[src/rtl/overlay_pkg.sv]
// Shared constants and box classification for the debug overlay compositor.
// Colours are RGB332; player-state codes select which slot is drawn as an attack box.
package overlay_pkg;

    localparam logic [7:0] RED         = 8'hE0;
    localparam logic [7:0] YELLOW      = 8'hFC;
    localparam logic [7:0] TRANSPARENT = 8'hE3;
    localparam logic [7:0] BACKGROUND  = 8'h7B;

    localparam logic [3:0] ST_HIT_ACTIVE  = 4'd4;
    localparam logic [3:0] ST_HIT_PASSIVE = 4'd5;
    localparam logic [3:0] ST_DIR_ACTIVE  = 4'd7;
    localparam logic [3:0] ST_DIR_PASSIVE = 4'd8;

    typedef enum logic [1:0] {
        NONE    = 2'd0,
        HURT    = 2'd1,
        PASSIVE = 2'd2,
        ACTIVE  = 2'd3
    } box_class_e;

    // Slot 0 is the hithurt box, slot 1 the directional one, the rest are pure hurt boxes.
    function automatic box_class_e box_class(input int slot, input logic [3:0] st);
        box_class_e c;
        c = NONE;
        if (slot == 0) begin
            if (st == ST_HIT_ACTIVE)       c = ACTIVE;
            else if (st == ST_HIT_PASSIVE) c = PASSIVE;
        end else if (slot == 1) begin
            if (st == ST_DIR_ACTIVE)       c = ACTIVE;
            else if (st == ST_DIR_PASSIVE) c = PASSIVE;
        end else begin
            c = HURT;
        end
        return c;
    endfunction

endpackage

[src/rtl/box_border_detect.sv]
// Combinational 1-pixel rectangle border test for one box.
// A box with x1>x2 or y1>y2 is treated as absent and never draws.
module box_border_detect #(
    parameter int COORD_W = 10
) (
    input  logic [COORD_W-1:0] x,
    input  logic [COORD_W-1:0] y,
    input  logic [COORD_W-1:0] x1,
    input  logic [COORD_W-1:0] x2,
    input  logic [COORD_W-1:0] y1,
    input  logic [COORD_W-1:0] y2,
    output logic               on_border
);

    logic valid_box;
    logic on_vert;
    logic on_horz;

    always_comb begin
        valid_box = (x1 <= x2) && (y1 <= y2);
        on_vert   = ((x == x1) || (x == x2)) && (y >= y1) && (y <= y2);
        on_horz   = ((y == y1) || (y == y2)) && (x >= x1) && (x <= x2);
        on_border = valid_box && (on_vert || on_horz);
    end

endmodule

[src/rtl/box_overlay_pipe.sv]
// Debug overlay: draws hit/hurt box borders over sprite pixels with a fixed 2-cycle latency.
// Box geometry and mode bits are shadowed at frame_start so a frame never tears.
module box_overlay_pipe
    import overlay_pkg::*;
#(
    parameter int NUM_PLAYERS      = 2,
    parameter int BOXES_PER_PLAYER = 3,
    parameter int COORD_W          = 10,
    parameter int COLOR_W          = 8,
    parameter int BLINK_FRAMES     = 8
) (
    input  logic                                           clk,
    input  logic                                           rst_n,
    input  logic [COORD_W-1:0]                             pixel_x,
    input  logic [COORD_W-1:0]                             pixel_y,
    input  logic                                           pixel_valid,
    input  logic [COLOR_W-1:0]                             pixel_data,
    input  logic                                           frame_start,
    input  logic [NUM_PLAYERS*BOXES_PER_PLAYER*4*COORD_W-1:0] box_coords,
    input  logic [NUM_PLAYERS*4-1:0]                       player_state,
    input  logic                                           debug_en,
    input  logic                                           blink_en,
    output logic [COLOR_W-1:0]                             color_out,
    output logic                                           color_valid
);

    localparam int NB    = NUM_PLAYERS * BOXES_PER_PLAYER;
    localparam int CNT_W = (BLINK_FRAMES > 1) ? $clog2(BLINK_FRAMES) : 1;

    logic [NB*4*COORD_W-1:0] sh_coords;
    logic [NUM_PLAYERS*4-1:0] sh_state;
    logic                     sh_debug;
    logic                     sh_blink;
    logic [CNT_W-1:0]         blink_cnt;
    logic                     blink_phase;

    logic [NB-1:0] on_border;
    logic          any_active;
    logic          any_passive;
    logic          any_hurt;

    logic               s1_active;
    logic               s1_passive;
    logic               s1_hurt;
    logic [COLOR_W-1:0] s1_data;
    logic               s1_valid;
    logic [COLOR_W-1:0] next_color;

    for (genvar i = 0; i < NB; i++) begin : g_box
        box_border_detect #(.COORD_W(COORD_W)) u_detect (
            .x        (pixel_x),
            .y        (pixel_y),
            .x1       (sh_coords[(i*4+0)*COORD_W +: COORD_W]),
            .x2       (sh_coords[(i*4+1)*COORD_W +: COORD_W]),
            .y1       (sh_coords[(i*4+2)*COORD_W +: COORD_W]),
            .y2       (sh_coords[(i*4+3)*COORD_W +: COORD_W]),
            .on_border(on_border[i])
        );
    end

    // A blinked-off active box disappears entirely rather than falling back to passive.
    always_comb begin
        box_class_e cls;
        any_active  = 1'b0;
        any_passive = 1'b0;
        any_hurt    = 1'b0;
        cls         = NONE;
        for (int p = 0; p < NUM_PLAYERS; p++) begin
            for (int b = 0; b < BOXES_PER_PLAYER; b++) begin
                cls = box_class(b, sh_state[p*4 +: 4]);
                if (!sh_debug) cls = NONE;
                else if (cls == ACTIVE && sh_blink && blink_phase) cls = NONE;
                if (on_border[p*BOXES_PER_PLAYER + b]) begin
                    case (cls)
                        ACTIVE:  any_active  = 1'b1;
                        PASSIVE: any_passive = 1'b1;
                        HURT:    any_hurt    = 1'b1;
                        default: ;
                    endcase
                end
            end
        end
    end

    always_comb begin
        if (s1_active)                              next_color = COLOR_W'(RED);
        else if (s1_passive || s1_hurt)             next_color = COLOR_W'(YELLOW);
        else if (s1_data == COLOR_W'(TRANSPARENT))  next_color = COLOR_W'(BACKGROUND);
        else                                        next_color = s1_data;
    end

    // Valid-only stream: pixel_valid travels with its pixel, there is no ready/backpressure,
    // and color_out is forced to 0 whenever color_valid is 0.
    always_ff @(posedge clk) begin
        if (!rst_n) begin
            sh_coords   <= '0;
            sh_state    <= '0;
            sh_debug    <= 1'b0;
            sh_blink    <= 1'b0;
            blink_cnt   <= '0;
            blink_phase <= 1'b0;
            s1_active   <= 1'b0;
            s1_passive  <= 1'b0;
            s1_hurt     <= 1'b0;
            s1_data     <= '0;
            s1_valid    <= 1'b0;
            color_out   <= '0;
            color_valid <= 1'b0;
        end else begin
            if (frame_start) begin
                sh_coords <= box_coords;
                sh_state  <= player_state;
                sh_debug  <= debug_en;
                sh_blink  <= blink_en;
                if (blink_cnt == CNT_W'(BLINK_FRAMES - 1)) begin
                    blink_cnt   <= '0;
                    blink_phase <= ~blink_phase;
                end else begin
                    blink_cnt <= blink_cnt + CNT_W'(1);
                end
            end
            s1_active   <= any_active;
            s1_passive  <= any_passive;
            s1_hurt     <= any_hurt;
            s1_data     <= pixel_data;
            s1_valid    <= pixel_valid;
            color_valid <= s1_valid;
            color_out   <= s1_valid ? next_color : '0;
        end
    end

endmodule

[config.mk]
export PLATFORM = sky130hd
export DESIGN_NAME = box_overlay_pipe
export DESIGN_NICKNAME = d
export VERILOG_FILES = /design/src/rtl/overlay_pkg.sv /design/src/rtl/box_border_detect.sv /design/src/rtl/box_overlay_pipe.sv
export SDC_FILE = /design/constraint.sdc
export NUM_CORES = 1
export LEC_CHECK = 0
export ABC_AREA = 0
export CORE_ASPECT_RATIO = 0.9
export CORE_MARGIN = 3
export CORE_UTILIZATION = 24
export DETAILED_ROUTE_END_ITERATION = 10
export SETUP_SLACK_MARGIN = 0.02
export SLEW_MARGIN = 0
export SYNTH_ARGS = -nofsm -noshare
export SYNTH_HDL_FRONTEND = slang
export SYNTH_SLANG_ARGS = --single-unit
[constraint.sdc]
create_clock -name clk -period 6.2 [get_ports clk]
set_input_delay 1.24 -clock clk [delete_from_list [all_inputs] [get_ports clk]]
set_output_delay 1.24 -clock clk [all_outputs]
set_load 0.05 [all_outputs]
# == After elaboration in Yosys (flattened, before gate mapping) ==
# Cells that the tools add are included.
# word_totals
register_bits,275
wordCells,232
# op_classes
addsub,1
order_cmp,36
n_eq_ne,53
muxes,57
bitwise,3
n_reduce_logical,67
# op_table
cell,count
10-bit == test,24
10-bit <= comparator,24
10-bit >= comparator,12
1-bit logical AND,44
1-bit two-way mux,37
2-bit two-way mux,16
"2-bit == test, second input constant",14
"4-bit by 3-bit == test with 1-bit output, second input constant",6
8-bit two-way mux,3
1-bit logical OR,19
"2-bit by 1-bit == test with 1-bit output, second input constant",5
"4-bit == test, second input constant",2
"8-bit == test, second input constant",1
2-bit AND reduction,2
4-bit OR reduction,1
"3-bit by 1-bit adder with 3-bit output, second input constant",1
"3-bit == test, second input constant",1
3-bit two-way mux,1
1-bit inverter,3
3-bit OR reduction,1

# == Logic depth before layout (Yosys ltp) ==
# depth
depth_word,21
ltp_mapped,10

# == Cells and area by module ==
# From an unflattened synthesis, not the netlist that was laid out.
# unflattened
hier_cells,2053
hier_area_um2,19152.1
# modules_own_cells
mod,instances,cells_per_inst,area_each_um2
box_overlay_pipe,1,895,10533.9
box_border_detect,6,193,1436.4

# == Least setup slack after synthesis ==
# Ideal clock, no wire load.
# synth_path
path_type,input to register
start,input port pixel_y[0]
end,register s1_passive
setup_time_ns,0.127
arrival_ns,2.965
path_slack_ns,3.108
cell_stages,9
n_path_buf,0
cell_sequence,inv_1 ha_1 nand2b_1 a21o_1 a2111o_1 o211ai_1 a222oi_1 a41oi_1 o221ai_2
# synth_between
elab_chain_cells,17
elab_cells_between_ends,77
classes_between,order compare (12); eq/ne (12); mux (11); reduce/logical (42)
# synth_lines
element,line_no,rtl
start: declaration,box_overlay_pipe.sv:15,"input logic [COORD_W-1:0] pixel_y,"
"parallel branches: the longest is 16 deep, another holds 10-bit >= comparator",n/a,
1-bit two-way mux (*),box_overlay_pipe.sv:73,if (on_border[p*BOXES_PER_PLAYER + b]) begin
end signal: assignment,box_overlay_pipe.sv:123,s1_passive <= any_passive;
end: declaration,box_overlay_pipe.sv:43,logic s1_passive;
# Mark *: on every way between the ends.
# A chain may end at the register's enable or synchronous reset.

# == Final worst setup path ==
# layout_path
start,input port pixel_y[3]
end,register s1_active
# layout_between
elab_chain_cells,17
elab_cells_between_ends,77
classes_between,order compare (12); eq/ne (12); mux (11); reduce/logical (42)
# layout_lines
element,line_no,rtl
"parallel branches: the longest is 16 deep, another holds 10-bit >= comparator",n/a,
1-bit two-way mux (*),box_overlay_pipe.sv:73,
end signal: assignment,box_overlay_pipe.sv:122,s1_active <= any_active;
end: declaration,box_overlay_pipe.sv:42,logic s1_active;
# Marks and branches as above.

==> out/qor.csv <==
metric,value,unit
worst slew pin tran,1090,ps
Area Overhead vs Synth,28.3,%
R2R setup slack,3490,ps
drt first pass iters,6,
WL per Instance,18.4,um
dominant cell type by area after synthesis,dfxtp_1,
max-capacitance violation count,0,
worst reg-to-reg path cell count,7,
Critical Path Start Type,input port,
endpoints failing hold,0,
"Top FF cell, synth",dfxtp_1,
top cell type's share of synthesized area,29.1,%
Clock Sinks,275,
Worst Skew,17.0,ps
Antenna Nets Post-Route,0,
IO Port Bufs,290,
first-pass GRT wire length,93400,um
Reg2Reg Launch Point,sh_coords[27],
Seq. cell area,5510,um2
Post-CTS Setup Bufs,0,
cts hold-fix bufs,0,
Cells after DPL,3346,
Synthesized Nets,2709,
GPL Wtd Cong,0.841,
"EDFF count, synth",0,
Power Dens Cells,217,nW/um2
cells after synthesis,2065,
Initial Util,24.5,%
unique cell type count in the Yosys netlist,58,
Synth Register Bits,275,
# DRC,0,
CTS Root Cell,clkbuf_16,
Multi-input gate area,12200,um2
Final period util,66.0,%
CORE AREA,77100,um2
Routed WL,63000,um
Vias,15200,
vias in the first global route,14800,
clock-pin slew on the worst setup and hold paths,60,ps
worst hold path type,flop to flop,
TritonCTS Buffers,36,
Setup Viol. Count Final,0,
Slew Limit Fails,0,
HPWL after detailed placement,50000,um
ratio of cells with drive above 1 in the final layout,3.66,%
Final #Nets,2999,
PostCTS Resize Cnt,0,
Finished Layout Cells,3415,
Peak Freq,0.244,GHz
Post-synth ARST share,0,%
critical path endpoint category,flop,
maximum clock path buffer count,3,
FF-to-FF End,s1_passive,
largest net degree at the start of global routing,82,
synthesized area,18900,um2
Hold Path Origin,s1_data[6],
Worst EP required,6680,ps
unrepaired setup endpoints after global routing,false,
Die H,272,um
First DRT Iteration DRCs,776,
status,"complete, no violations",
top area cells in the synthesized netlist,"dfxtp_1, ha_1, mux2i_1, nor2b_1, inv_1",
Vias/cell,4.44,
TNS Setup,0,ps
Worst EP arrival,4570,ps
syn_area_per_cell,9.15,um2
later-pin clock latency in the skew report,550,ps
I/O Pins,291,
type of the worst setup path,input port to flop,
Die X,302,um
total track usage,15.0,%
Hold EP,color_out[6],
fin crit period,4090,ps
Die Footprint,82100,um2
H-tree depth,2,
CP Max Fanout,9,
row cnt,96,
antenna violations before repair,13,
CTS tree,done,
Fillers,8125,
GR Overflow Total,0,
Leak,10.3,nW
Hold Crit Depth,2,
slew margin rel.,27.1,%
Ys Warns,0,
Max VDD drop,0.130,mV
register area share after synthesis,29.1,%
## sequential cells by signal, summed over array words and instances, names as in the netlist, 3 cells and up
register	count
sh_state	8
blink_cnt	3
sh_coords	240
color_out	8
s1_data	8
## metal layers
| metal | track usage (%) | wire length, um | vias up |
|---|---|---|---|
| li1 | - | - | 7812 |
| met1 | 21.6 | 30800 | 6882 |
| met4 | 2.83 | 954 | 12 |
| met3 | 3.36 | 4500 | 70 |
| met2 | 23.1 | 26600 | 393 |
| met5 | 0 | 83 | - |
## cells by family after synthesis
group                    Yosys count  synth area share [%]
adder cells (fa/ha/maj)          362                  24.0
AO/OA/AOI/OAI                    297                  10.4
flip-flops                       275                  29.1
multiplexers                     252                  13.4
XOR/XNOR                           1                0.0464
AND/OR/NAND/NOR                  563                  16.7
buffers and inverters            315                  6.35
## final cells by class
cell class              instances  share of cell area, %
repair buffers                310                   12.7
well taps                    1029                   5.31
clock inverters                13                  0.650
clock buffers                  50                   4.31
flip-flops and latches        275                   22.7
diodes                          6                 0.0620
inverters                     257                   3.98
multi-input cells            1475                   50.3
## report_power, final
part	internal [mW]	switching, mW
clock	1.31	0.855
combinational	0.568	0.576
sequential	1.87	0.0862
total	3.74	1.52
## cell usage in the layout, fill, tap and decap left out, types with 24 or more instances in the layout
cell type,synthesis,routed
a211oi_1,29,29
a21o_1,30,30
a21oi_1,98,98
clkbuf_16,0,37
clkdlybuf4s50_1,0,288
dfxtp_1,275,275
ha_1,362,362
inv_1,257,257
mux2i_1,252,252
nand2_1,66,66
nand4_1,64,64
nor2_1,64,64
nor2b_1,273,273
nor3_1,24,24
o21ai_0,47,47
## critical path, cell delays in order
cell and delay [ps]:
clkdlybuf4s50_1 930, ha_1 570, a21oi_1 130, o21ai_0 90, a2111oi_0 600, o211ai_1 150
a222oi_1 270, buf_4 220, nand4_1 110, o211ai_1 110, o2bb2ai_1 130
## synthesized netlist by cell type, types with 3 or more instances
master	count
a211oi_2	3
dfxtp_1	275
buf_2	14
o31ai_1	5
or3_1	3
a21oi_1	98
a21o_1	30
a211oi_1	29
and4_1	3
clkbuf_1	35
nor3_1	24
or4_1	3
a2111oi_0	4
o211ai_1	12
mux2i_1	252
ha_1	362
nor2_1	64
nor2b_1	273
a2111oi_4	3
o21a_1	11
and3_1	5
nand3_1	20
o21ai_1	9
o21ai_0	47
nand4_1	64
o41ai_1	4
o32ai_1	4
a31oi_1	7
o21bai_1	4
nand2b_1	23
nand2_1	66
and2_1	11
inv_1	257
buf_1	9
## metrics by stage
stage / hold slack [ps] / power [mW] / worst slack, ps / instance area [um2] / util, %
after detailed placement: 438 / 3.14 / 1560 / 23000 / 29.8
after global placement: 439 / 3.12 / 1650 / 23000 / 29.8
after floorplan: 426 / 2.66 / 3110 / 18900 / -
final: 447 / 5.26 / 2110 / 24200 / 31.4
after global routing: 486 / 5.57 / 1940 / 24200 / 31.4
after CTS: 445 / 5.35 / 2160 / 24200 / 31.4
## how the worst max path moves through the flow
| stage | start | end | depth (start not counted) |
|---|---|---|---|
| CTS | pixel_x[5] | s1_passive | 10 |
| global placement | pixel_x[5] | s1_passive | 10 |
| finish | pixel_y[3] | s1_active | 11 |
| detailed placement | pixel_x[5] | s1_passive | 10 |
| global route | pixel_y[3] | s1_active | 11 |
| floorplan | pixel_y[0] | s1_passive | 9 |
Power figures use the tool's default switching activity.
